File: config.mk
export PLATFORM = sky130hd
export DESIGN_NAME = dmem_arbiter
export DESIGN_NICKNAME = d
export VERILOG_FILES = /design/src/rtl/dmem_arbiter.sv
export SDC_FILE = /design/constraint.sdc
export NUM_CORES = 1
export LEC_CHECK = 0
export CORE_AREA = 5 5 157 159
export CTS_CLUSTER_DIAMETER = 80
export DETAILED_ROUTE_END_ITERATION = 8
export DIE_AREA = 0 0 162 164
export MAX_ROUTING_LAYER = met4
export PLACE_DENSITY = 0.56
export SKIP_CTS_REPAIR_TIMING = 1
export SLEW_MARGIN = 0
export SYNTH_ARGS = -nofsm -noshare
export SYNTH_HDL_FRONTEND = slang
export SYNTH_SLANG_ARGS = --single-unit
File: constraint.sdc
create_clock -name clk -period 3.34 [get_ports clk]
set_clock_uncertainty 0.1 [all_clocks]
set_input_delay 0.835 -clock clk [delete_from_list [all_inputs] [get_ports clk]]
set_output_delay 0.835 -clock clk [all_outputs]
set_load 0.01 [all_outputs]
File: src/rtl/dmem_arbiter.sv
// Two-port data-memory arbiter with bounded-burst ownership and one-cycle read return.
// Define DMEM_ARB_STATS_EN to build the grant/stall statistics counters.
module dmem_arbiter #(
    parameter int unsigned MAX_BURST = 4
) (
    input  logic        clk,
    input  logic        reset,
    input  logic        a_req,
    input  logic        a_we,
    input  logic [2:0]  a_funct3,
    input  logic [31:0] a_addr,
    input  logic [31:0] a_wdata,
    output logic        a_gnt,
    output logic        a_rvalid,
    output logic [31:0] a_rdata,
    input  logic        b_req,
    input  logic        b_we,
    input  logic [2:0]  b_funct3,
    input  logic [31:0] b_addr,
    input  logic [31:0] b_wdata,
    output logic        b_gnt,
    output logic        b_rvalid,
    output logic [31:0] b_rdata,
    output logic        dmem_wren,
    output logic [2:0]  dmem_funct3,
    output logic [31:0] dmem_address,
    output logic [31:0] dmem_data_in,
    input  logic [31:0] dmem_data_out,
    output logic [31:0] a_grant_cnt,
    output logic [31:0] b_grant_cnt,
    output logic [31:0] a_stall_cnt,
    output logic [1:0]  dbg_owner
);

    // Handshake: a requester holds req and its fields stable until gnt; gnt means the
    // access is issued this cycle; a granted load returns rvalid/rdata exactly one cycle later.

    localparam int unsigned CW = $clog2(MAX_BURST + 1);
    localparam logic [CW-1:0] BURST_MAX = CW'(MAX_BURST);

    typedef enum logic [1:0] {
        OWN_NONE = 2'd0,
        OWN_A    = 2'd1,
        OWN_B    = 2'd2
    } owner_t;

    owner_t          owner_q;
    owner_t          winner;
    owner_t          rd_tag_q;
    owner_t          rd_tag_d;
    logic [CW-1:0]   burst_q;
    logic [CW-1:0]   burst_d;

    always_ff @(posedge clk) begin
        if (reset) begin
            owner_q  <= OWN_NONE;
            burst_q  <= '0;
            rd_tag_q <= OWN_NONE;
        end else begin
            owner_q  <= winner;
            burst_q  <= burst_d;
            rd_tag_q <= rd_tag_d;
        end
    end

    // The owner keeps winning under contention until it has used MAX_BURST grants.
    always_comb begin
        winner   = OWN_NONE;
        burst_d  = '0;
        rd_tag_d = OWN_NONE;
        if (a_req && b_req) begin
            case (owner_q)
                OWN_A:   winner = (burst_q < BURST_MAX) ? OWN_A : OWN_B;
                OWN_B:   winner = (burst_q < BURST_MAX) ? OWN_B : OWN_A;
                default: winner = OWN_A;
            endcase
        end else if (a_req) begin
            winner = OWN_A;
        end else if (b_req) begin
            winner = OWN_B;
        end

        if (winner == OWN_NONE) begin
            burst_d = '0;
        end else if (winner == owner_q) begin
            burst_d = (burst_q < BURST_MAX) ? burst_q + CW'(1) : burst_q;
        end else begin
            burst_d = CW'(1);
        end

        if (winner == OWN_A && !a_we) begin
            rd_tag_d = OWN_A;
        end else if (winner == OWN_B && !b_we) begin
            rd_tag_d = OWN_B;
        end
    end

    always_comb begin
        dmem_wren    = 1'b0;
        dmem_funct3  = 3'd0;
        dmem_address = 32'd0;
        dmem_data_in = 32'd0;
        case (winner)
            OWN_A: begin
                dmem_wren    = a_we;
                dmem_funct3  = a_funct3;
                dmem_address = a_addr;
                dmem_data_in = a_wdata;
            end
            OWN_B: begin
                dmem_wren    = b_we;
                dmem_funct3  = b_funct3;
                dmem_address = b_addr;
                dmem_data_in = b_wdata;
            end
            default: ;
        endcase
    end

    assign a_gnt = (winner == OWN_A);
    assign b_gnt = (winner == OWN_B);

    // Reset in the response cycle drops the in-flight read.
    assign a_rvalid  = (rd_tag_q == OWN_A) && !reset;
    assign b_rvalid  = (rd_tag_q == OWN_B) && !reset;
    assign a_rdata   = a_rvalid ? dmem_data_out : 32'd0;
    assign b_rdata   = b_rvalid ? dmem_data_out : 32'd0;
    assign dbg_owner = owner_q;

`ifdef DMEM_ARB_STATS_EN
    logic [31:0] a_grant_q;
    logic [31:0] b_grant_q;
    logic [31:0] a_stall_q;

    always_ff @(posedge clk) begin
        if (reset) begin
            a_grant_q <= 32'd0;
            b_grant_q <= 32'd0;
            a_stall_q <= 32'd0;
        end else begin
            if (a_gnt)
                a_grant_q <= a_grant_q + 32'd1;
            if (b_gnt)
                b_grant_q <= b_grant_q + 32'd1;
            if (a_req && !a_gnt)
                a_stall_q <= a_stall_q + 32'd1;
        end
    end

    assign a_grant_cnt = a_grant_q;
    assign b_grant_cnt = b_grant_q;
    assign a_stall_cnt = a_stall_q;
`else
    assign a_grant_cnt = 32'd0;
    assign b_grant_cnt = 32'd0;
    assign a_stall_cnt = 32'd0;
`endif

endmodule

Word-level counts from Yosys, hierarchy flattened:

Index checks and enable logic that the tools add are counted.

* register bits after elaboration: 7
* logic and storage cells: 44
* output and inout port bits: 234
* input port bits: 172

* reductions and logical operators: 12
* add/subtract/negate cells: 1
* bitwise logic cells: 1
* equality and inequality tests: 8
* mux-type cells: 16
* order comparisons: 1

Operators with widths (count)
* one-hot mux 32 bit (2 select lines): 2
* two-way mux 32 bit: 2
* two-way mux 2 bit: 6
* == test 2 x 1 -> 1 bit, second input constant: 3
* == test 2 bit, second input constant: 3
* one-hot mux 3 bit (2 select lines): 1
* logical AND 1 bit: 5
* one-hot mux 2 bit (2 select lines): 1
* OR reduction 2 bit: 2
* adder 3 x 1 -> 3 bit, second input constant: 1
* logical NOT 1 bit: 3
* less-than comparator 3 bit, second input constant: 1
* two-way mux 1 bit: 3
* OR reduction 3 bit: 1
* == test 2 bit: 1
* logical NOT 2 bit: 1
* != test 2 x 1 -> 1 bit, second input constant: 1
* one-hot mux 1 bit (2 select lines): 1
* inverter 1 bit: 1

Longest topological paths before layout:

Gate-level depths: netlist (run 1).

* depth after elaboration: 8
* gate-level depth with buffers: 12
* mapped depth without buffers: 9

Least setup slack after synthesis (run 1):

No wires, ideal clock.

* path kind: register -> output
* from: register owner_q[0] (netlist: dbg_owner[0])
* to: output port dmem_data_in[21]
* setup slack: 0.051 ns
* data required time: 2.405 ns
* arrival time: 2.354 ns
* cell stages (with the launch flop): 12
* path buffers: 3
* cells stage by stage: dfxtp_1 inv_1 ha_1 nand2b_1 nand2b_1 nand2_1 inv_1 ha_1 clkbuf_1 clkbuf_1 buf_1 nor2_1

* longest elaborated chain between the ends: 5
* elaborated cells on any way between the ends: 7
* classes of those cells: eq/ne (4); mux (3)

Ends and longest elaborated chain
* start, declared: RTL line 47 `owner_t owner_q;`
* start signal, assigned: RTL line 60 `owner_q <= winner;`
* == test 2 bit / == test 2 x 1 -> 1 bit (equally long branches): RTL line 72 `case (owner_q)`
* one-hot mux 2 bit (2 select lines) (*): RTL line 72
* two-way mux 2 bit (*): RTL line 71 `if (a_req && b_req) begin`
* == test 2 bit / == test 2 x 1 -> 1 bit (equally long branches): RTL line 103 `case (winner)`
* one-hot mux 32 bit (2 select lines) (*): RTL line 103
* end, declared: RTL line 27 `output logic [31:0] dmem_data_in,`

Mark *: on every way between the ends. The rest lies on a longest branch, timed or not.

Worst setup path after layout (run 1):

* from: register owner_q[0] (netlist: dbg_owner[0])
* to: output port dmem_data_in[13]

Same word-level chain as after synthesis.

==> flow_results.xml, run 1 <==
<?xml version="1.0" encoding="UTF-8"?>
<metrics>
  <group name="outcome">
    <metric name="run_status" unit="">complete, no violations</metric>
  </group>
  <group name="logic_synthesis">
    <metric name="synth_area_in_compound_gates" unit="%">20.7</metric>
    <metric name="share_of_synthesized_area_occupied_by_flip_flops_and_latches" unit="%">5.50</metric>
    <metric name="netlist.area_leader.share" unit="%">28.3</metric>
    <metric name="synthesis.instances" unit="">379</metric>
    <metric name="synth.ff_latch_count" unit="">7</metric>
    <metric name="synth_common_cells" unit="">sky130_fd_sc_hd__buf_4 (96), sky130_fd_sc_hd__nor2_1 (73), sky130_fd_sc_hd__a22oi_1 (68), sky130_fd_sc_hd__and2_1 (64), sky130_fd_sc_hd__clkbuf_1 (18)</metric>
    <metric name="synth_async_sr_flop_share" unit="%">0</metric>
    <metric name="synth_area" unit="sq um">2550</metric>
    <metric name="ys_top_cells_by_area" unit="">sky130_fd_sc_hd__buf_4 (28%), sky130_fd_sc_hd__a22oi_1 (20%), sky130_fd_sc_hd__and2_1 (16%)</metric>
    <metric name="post_synth_and_or_nand_nor_area_fraction" unit="%">32.1</metric>
    <metric name="post_synth.cell_area_avg" unit="sq um">6.72</metric>
    <metric name="synth_xor_area_share" unit="%">0.344</metric>
    <metric name="yosys-mux-area-fraction" unit="%">3.04</metric>
    <metric name="yosys.area_share.adder" unit="%">3.93</metric>
    <metric name="synth_top_family_by_area" unit="">buffers and inverters</metric>
    <metric name="yosysMostFrequentCell" unit="">sky130_fd_sc_hd__buf_4</metric>
    <metric name="yosysWarningCount" unit="">0</metric>
    <metric name="synth_cell_types" unit="">27</metric>
    <metric name="yosys.area.top_type" unit="">sky130_fd_sc_hd__buf_4</metric>
    <metric name="yosys_most_used_dff" unit="">sky130_fd_sc_hd__dfxtp_1</metric>
    <metric name="synth-edff-count" unit="">0</metric>
  </group>
  <group name="run">
    <metric name="drv.max_cap_violation_count" unit="">0</metric>
  </group>
  <group name="clocking">
    <metric name="cts_max_path_buffers" unit="">2</metric>
    <metric name="clk_pin_slew_worst_paths" unit="ps">40</metric>
    <metric name="clock-sinks" unit="">7</metric>
    <metric name="tritoncts" unit="">built</metric>
    <metric name="insertion_delay" unit="ps">230</metric>
    <metric name="clock-root-buffer" unit="">sky130_fd_sc_hd__clkbuf_16</metric>
    <metric name="cts_made_buffers" unit="">3</metric>
    <metric name="htreeDepth" unit="">1</metric>
  </group>
  <group name="finish">
    <metric name="layout.nets" unit="">883</metric>
    <metric name="final_core_util" unit="%">27.2</metric>
    <metric name="antenna_cells" unit="">0</metric>
    <metric name="n_fill_cell" unit="">2519</metric>
    <metric name="final_layout_size_suffix_gt1_share" unit="%">10.1</metric>
    <metric name="flow.area_growth_from_synthesis" unit="%">147</metric>
  </group>
  <group name="sta">
    <metric name="fmaxAchievable" unit="MHz">310</metric>
    <metric name="period_share" unit="%">96.7</metric>
    <metric name="slew_violations" unit="">0</metric>
    <metric name="finalCriticalPeriod" unit="ps">3230</metric>
    <metric name="setup_slack" unit="ps">110</metric>
    <metric name="finalHoldViolations" unit="">0</metric>
    <metric name="timing.final.setup_violations" unit="">0</metric>
  </group>
  <group name="power">
    <metric name="ir_worst_vdd" unit="V">0.000148</metric>
    <metric name="combinationalPowerShare" unit="%">71.3</metric>
    <metric name="power_leakage" unit="uW">0.00360</metric>
    <metric name="intPower" unit="uW">656</metric>
    <metric name="switching_part_of_the_total_power" unit="%">35.9</metric>
    <metric name="power.switching" unit="uW">367</metric>
    <metric name="power_density" unit="nW/um^2">162</metric>
    <metric name="seq_power_share" unit="%">8.9</metric>
    <metric name="pwr-share-clk" unit="%">19.8</metric>
  </group>
  <group name="setup_path">
    <metric name="worst_path_dominant_cell_family" unit="">buffers and inverters</metric>
    <metric name="arrival_time_of_data_at_the_critical_path_endpoint" unit="ps">2300</metric>
    <metric name="worst_path_max_delay_cell" unit="">sky130_fd_sc_hd__dfxtp_2</metric>
    <metric name="worst_ep_required_time" unit="ps">2400</metric>
    <metric name="worst-setup-path-type" unit="">register to output port</metric>
    <metric name="path_cells" unit="">inv_1 -&gt; ha_1 -&gt; nand2b_1 -&gt; nand2b_1 -&gt; nand2_2 -&gt; inv_1 -&gt; ha_4 -&gt; buf_12 -&gt; buf_4 -&gt; a22oi_1 -&gt; nor2_1 -&gt; dlymetal6s2s_1</metric>
    <metric name="cp_slowest_stage_delay" unit="ps">330</metric>
    <metric name="cp_max_fo" unit="">21</metric>
    <metric name="worstPathBufferInverterCount" unit="">5</metric>
    <metric name="critPathCaptureType" unit="">output port</metric>
    <metric name="timing.reg2reg.setup_slack" unit="ps">1350</metric>
    <metric name="critical_path_launch_point_type" unit="">register</metric>
  </group>
  <group name="die">
    <metric name="floorplan.initialDensity" unit="%">11.0</metric>
    <metric name="pin_count" unit="">406</metric>
    <metric name="die_width" unit="microns">162</metric>
    <metric name="rows" unit="">56</metric>
    <metric name="chipHeight" unit="microns">164</metric>
    <metric name="core" unit="sq um">23100</metric>
    <metric name="fp.dieArea" unit="sq um">26600</metric>
  </group>
  <group name="global_route">
    <metric name="global_route_wire_length_before_repair" unit="microns">17700</metric>
    <metric name="vias_in_the_first_global_route" unit="">3409</metric>
    <metric name="grt_usage" unit="%">8.38</metric>
    <metric name="grt.overflow.total" unit="">0</metric>
    <metric name="initial_antenna_violation_count" unit="">0</metric>
    <metric name="grt_start_max_net_pins" unit="">58</metric>
  </group>
  <group name="routing">
    <metric name="antenna_violating_nets_left" unit="">0</metric>
    <metric name="dr.pass1.iters" unit="">4</metric>
    <metric name="number_of_violations_reported_at_the_end_of_detailed_routing_iteration_0" unit="">78</metric>
    <metric name="routed_wirelength" unit="microns">13900</metric>
    <metric name="num_vias" unit="">3486</metric>
    <metric name="drc_errors" unit="">0</metric>
    <metric name="routedWlPerCell" unit="microns">14.0</metric>
    <metric name="drt-vias-per-instance" unit="">3.51</metric>
  </group>
  <group name="placed_design">
    <metric name="buffer_ports.inserted" unit="">309</metric>
    <metric name="gpl.final_weighted_congestion" unit="">0.760</metric>
    <metric name="post-dp-hpwl" unit="microns">11400</metric>
    <metric name="placement.setup.worst_slack" unit="ps">-678</metric>
  </group>
  <group name="worst_hold_path">
    <metric name="type_of_the_most_critical_hold_path" unit="">register to register</metric>
  </group>
</metrics>
cell type report:
type | count | area [sq um] | share of cell area (%)
Inverter | 4 | 15.0 | 0.238
Tap cell | 290 | 363 | 5.76
Clock inverter | 1 | 5.00 | 0.0795
Clock buffer | 3 | 75.1 | 1.19
Sequential cell | 7 | 143 | 2.27
Multi-Input combinational cell | 336 | 1990 | 31.6
Timing Repair Buffer | 351 | 3710 | 58.9
through the flow:
step | cell area [sq um] | hold slack (ps) | cells | TNS, ps | total power [uW]
after global placement | 5860 | 479 | 983 | -44180 | 803
final | 6300 | 485 | 992 | 0 | 1020
after detailed placement | 5860 | 483 | 983 | -46620 | 803
after global routing | 6300 | 518 | 992 | -37.3 | 1090
after CTS | 5940 | 492 | 987 | -47390 | 1010
after floorplan | 2910 | 455 | 474 | 0 | 435
layer usage:
| metal | track usage (%) | wire, microns | part of all wire [%] |
|---|---|---|---|
| met5 | - | 0 | 0 |
| met3 | 1.98 | 1350 | 9.8 |
| met4 | 0.231 | 6 | 0.043 |
| met2 | 15.8 | 7240 | 52 |
| met1 | 9.53 | 5280 | 38 |
cells in the final DEF (no fill, tap or decap), types with 2 or more instances in the layout:
cell type                           n
sky130_fd_sc_hd__a22oi_1           57
sky130_fd_sc_hd__a22oi_2           11
sky130_fd_sc_hd__and2_1            64
sky130_fd_sc_hd__buf_12             6
sky130_fd_sc_hd__buf_4             33
sky130_fd_sc_hd__clkbuf_16          6
sky130_fd_sc_hd__clkdlybuf4s50_1  237
sky130_fd_sc_hd__conb_1            96
sky130_fd_sc_hd__dfxtp_1            5
sky130_fd_sc_hd__dfxtp_2            2
sky130_fd_sc_hd__dlymetal6s2s_1    71
sky130_fd_sc_hd__ha_1               6
sky130_fd_sc_hd__ha_4               2
sky130_fd_sc_hd__inv_1              4
sky130_fd_sc_hd__mux2i_1            3
sky130_fd_sc_hd__nand2_1            2
sky130_fd_sc_hd__nand2_2            2
sky130_fd_sc_hd__nand2b_1           3
sky130_fd_sc_hd__nor2_1            73
sky130_fd_sc_hd__nor2b_1            4
registers in the layout, summed over array words and instances (netlist names):
register,count
burst_q,3
dbg_owner,2
rd_tag_q,2
cell families after synthesis:
kind of cell | after synthesis
XOR/XNOR | 1
multiplexers | 6
AND/OR/NAND/NOR | 154
flip-flops | 7
adder cells (fa/ha/maj) | 8
AO/OA/AOI/OAI | 71
other | 1
buffers and inverters | 131
worst min-delay path: cells and delay by family (launching register included):
kind,cells,cell delay (ps)
flip-flops,1,310
XOR/XNOR,1,130
AO/OA/AOI/OAI,1,110
worst paths after layout:
check | from | endpoint | cells after the start
hold / removal | burst_q[0] | burst_q[0] | 2
setup reg to reg | dbg_owner[0] | rd_tag_q[1] | 9
setup / recovery | dbg_owner[0] | dmem_data_in[13] | 12
hold reg to reg | burst_q[0] | burst_q[0] | 2
power by group through the flow:
stage                     Sequential [uW]  Combinational [uW]  Clock (uW)
final                                91.0                 729         203
after global routing                 91.6                 788         212
after CTS                            90.7                 715         206
after detailed placement             91.9                 711           0
after global placement               92.0                 711           0
after floorplan                      92.5                 343           0
No activity file was read; power rests on OpenSTA's default activity.
==> inputs of run 2 (changes only) <==
--- a/config.mk
+++ b/config.mk
@@ -5,12 +5,12 @@
 export SDC_FILE = /design/constraint.sdc
 export NUM_CORES = 1
 export LEC_CHECK = 0
-export CORE_AREA = 5 5 157 159
+export CORE_AREA = 2 2 158 160
 export CTS_CLUSTER_DIAMETER = 80
 export DETAILED_ROUTE_END_ITERATION = 8
-export DIE_AREA = 0 0 162 164
+export DIE_AREA = 0 0 160 162
 export MAX_ROUTING_LAYER = met4
-export PLACE_DENSITY = 0.56
+export PLACE_DENSITY = 0.54
 export SKIP_CTS_REPAIR_TIMING = 1
 export SLEW_MARGIN = 0
 export SYNTH_ARGS = -nofsm -noshare
==> run 2 against run 1 <==
Against the previous run:
- register-to-register slack worse by 60 ps
- first-iteration DRC count shrank 17%
- final area grew 0.95%
- final cell count rose by 3.3%
- combinational power is 3.4% higher
- via count up 4.7%
- critical endpoint is now dmem_address[25]
- fmax is 0.65% higher
- utilization fell by 0.86 points
- worst setup slack improved by 21 ps
==> flow_results.xml, run 2 (synthesis gave the netlist of run 1 again) <==
<?xml version="1.0" encoding="UTF-8"?>
<metrics>
  <group name="finish">
    <metric name="layout.nets" unit="">882</metric>
    <metric name="flow.area_growth_from_synthesis" unit="%">149</metric>
    <metric name="commonest_cells_after_routing_fill_and_taps_aside" unit="">sky130_fd_sc_hd__clkdlybuf4s50_1 (238), sky130_fd_sc_hd__conb_1 (96), sky130_fd_sc_hd__nor2_1 (73), sky130_fd_sc_hd__and2_1 (64), sky130_fd_sc_hd__dlymetal6s2s_1 (48)</metric>
    <metric name="final_layout_size_suffix_gt1_share" unit="%">15.8</metric>
    <metric name="layout.cells.most_common" unit="">sky130_fd_sc_hd__clkdlybuf4s50_1</metric>
    <metric name="antenna_cells" unit="">0</metric>
    <metric name="largest_register_by_flop_count" unit="">burst_q</metric>
    <metric name="largest_reg_flops" unit="">3</metric>
  </group>
  <group name="sta">
    <metric name="setup_slack" unit="ps">131</metric>
    <metric name="fmaxAchievable" unit="MHz">312</metric>
    <metric name="finalHoldWorstSlack" unit="ps">490</metric>
    <metric name="period_share" unit="%">96.1</metric>
    <metric name="slew_violations" unit="">0</metric>
    <metric name="finalCriticalPeriod" unit="ps">3210</metric>
    <metric name="timing.final.setup_violations" unit="">0</metric>
    <metric name="finalHoldViolations" unit="">0</metric>
  </group>
  <group name="setup_path">
    <metric name="critical_path_launch_point_type" unit="">register</metric>
    <metric name="arrival_time_of_data_at_the_critical_path_endpoint" unit="ps">2270</metric>
    <metric name="worst-setup-path-type" unit="">register to output port</metric>
    <metric name="worst_ep_required_time" unit="ps">2400</metric>
    <metric name="cp_max_fo" unit="">17</metric>
    <metric name="critPathCaptureType" unit="">output port</metric>
    <metric name="timing.reg2reg.worst_path_depth" unit="">10</metric>
  </group>
  <group name="clocking">
    <metric name="tritoncts" unit="">built</metric>
    <metric name="clock-sinks" unit="">7</metric>
    <metric name="clock-root-buffer" unit="">sky130_fd_sc_hd__clkbuf_16</metric>
    <metric name="cts_made_buffers" unit="">3</metric>
    <metric name="clk_pin_slew_worst_paths" unit="ps">40</metric>
    <metric name="htreeDepth" unit="">1</metric>
    <metric name="insertion_delay" unit="ps">230</metric>
    <metric name="cts_max_path_buffers" unit="">2</metric>
  </group>
  <group name="worst_hold_path">
    <metric name="type_of_the_most_critical_hold_path" unit="">register to register</metric>
    <metric name="worst_hold_path.num_cells" unit="">2</metric>
  </group>
  <group name="power">
    <metric name="power_density" unit="nW/um^2">165</metric>
    <metric name="power_leakage" unit="uW">0.00328</metric>
    <metric name="post-layout-total-power" unit="uW">1050</metric>
    <metric name="ir_worst_vdd" unit="V">0.000184</metric>
  </group>
  <group name="routing">
    <metric name="num_vias" unit="">3649</metric>
    <metric name="antenna_violating_nets_left" unit="">0</metric>
    <metric name="number_of_violations_reported_at_the_end_of_detailed_routing_iteration_0" unit="">65</metric>
    <metric name="drt-vias-per-instance" unit="">3.56</metric>
    <metric name="routed_wirelength" unit="microns">14600</metric>
    <metric name="routedWlPerCell" unit="microns">14.2</metric>
    <metric name="drc_errors" unit="">0</metric>
    <metric name="dr.pass1.iters" unit="">4</metric>
  </group>
  <group name="placed_design">
    <metric name="buffer_ports.inserted" unit="">309</metric>
    <metric name="gpl.final_weighted_congestion" unit="">0.743</metric>
    <metric name="post-dp-hpwl" unit="microns">10300</metric>
    <metric name="placement.setup.worst_slack" unit="ps">-659</metric>
  </group>
  <group name="die">
    <metric name="fp.dieArea" unit="sq um">25900</metric>
    <metric name="chipHeight" unit="microns">162</metric>
    <metric name="pin_count" unit="">406</metric>
    <metric name="rows" unit="">57</metric>
    <metric name="die_width" unit="microns">160</metric>
    <metric name="floorplan.initialDensity" unit="%">10.6</metric>
    <metric name="core" unit="sq um">24100</metric>
  </group>
  <group name="outcome">
    <metric name="run_status" unit="">complete, no violations</metric>
  </group>
  <group name="global_route">
    <metric name="grt_start_max_net_pins" unit="">68</metric>
    <metric name="vias_in_the_first_global_route" unit="">3268</metric>
    <metric name="initial_antenna_violation_count" unit="">0</metric>
    <metric name="grt_usage" unit="%">8.54</metric>
    <metric name="global_route_wire_length_before_repair" unit="microns">17300</metric>
    <metric name="grt.overflow.total" unit="">0</metric>
  </group>
  <group name="run">
    <metric name="drv.max_cap_violation_count" unit="">0</metric>
  </group>
</metrics>
run 2: stage by stage:
step | std cells | utilization [%] | TNS (ps) | area, sq um
after detailed placement | 1006 | 24.1 | -44800 | 5810
after global placement | 1006 | 24.1 | -44540 | 5810
after global routing | 1025 | 26.4 | -7.95 | 6360
after CTS | 1010 | 24.4 | -45370 | 5890
final | 1025 | 26.4 | 0 | 6360
after floorplan | 474 | - | 0 | 2910
run 2: worst max-delay path, cell delays in order (launching register included):
cell and delay (ps):
sky130_fd_sc_hd__dfxtp_1 370, sky130_fd_sc_hd__inv_1 60, sky130_fd_sc_hd__ha_1 220, sky130_fd_sc_hd__mux2i_4 160
sky130_fd_sc_hd__nand2_1 110, sky130_fd_sc_hd__nand2_4 110, sky130_fd_sc_hd__inv_2 60, sky130_fd_sc_hd__ha_4 180
sky130_fd_sc_hd__buf_4 160, sky130_fd_sc_hd__clkbuf_16 190, sky130_fd_sc_hd__a22oi_2 180, sky130_fd_sc_hd__nor2_1 60
sky130_fd_sc_hd__dlymetal6s2s_1 180
run 2: cell type report:
class                           instances  area [sq um]
Timing Repair Buffer                  350          3620
Inverter                                4          15.0
Clock buffer                            4          78.8
Sequential cell                         7           141
Tap cell                              324           405
Fill cell                            2682         17700
Multi-Input combinational cell        336          2100
run 2: path summary, 6_finish.rpt:
kind	to	slack (ps)	from
worst min register to register	burst_q[0]	490	burst_q[0]
worst min-delay path	burst_q[0]	490	burst_q[0]
worst max-delay path	dmem_address[25]	130	dbg_owner[1]
worst max register to register	rd_tag_q[1]	1290	dbg_owner[1]
run 2: routing by layer:
| metal | wire length (microns) | part of all wire, % | up-vias | global-route usage, % |
|---|---|---|---|---|
| li1 | - | - | 1716 | - |
| met1 | 5320 | 37 | 1675 | 9.13 |
| met2 | 7810 | 54 | 246 | 16.2 |
| met3 | 1170 | 8.0 | 12 | 1.92 |
| met4 | 256 | 1.8 | 0 | 1.72 |
| met5 | 0 | 0 | - | - |
run 2: where the power goes:
part	internal, uW	switching [uW]	total (uW)
registers	88.0	3.10	91.1
logic	414	340	754
clock network	159	43.5	202
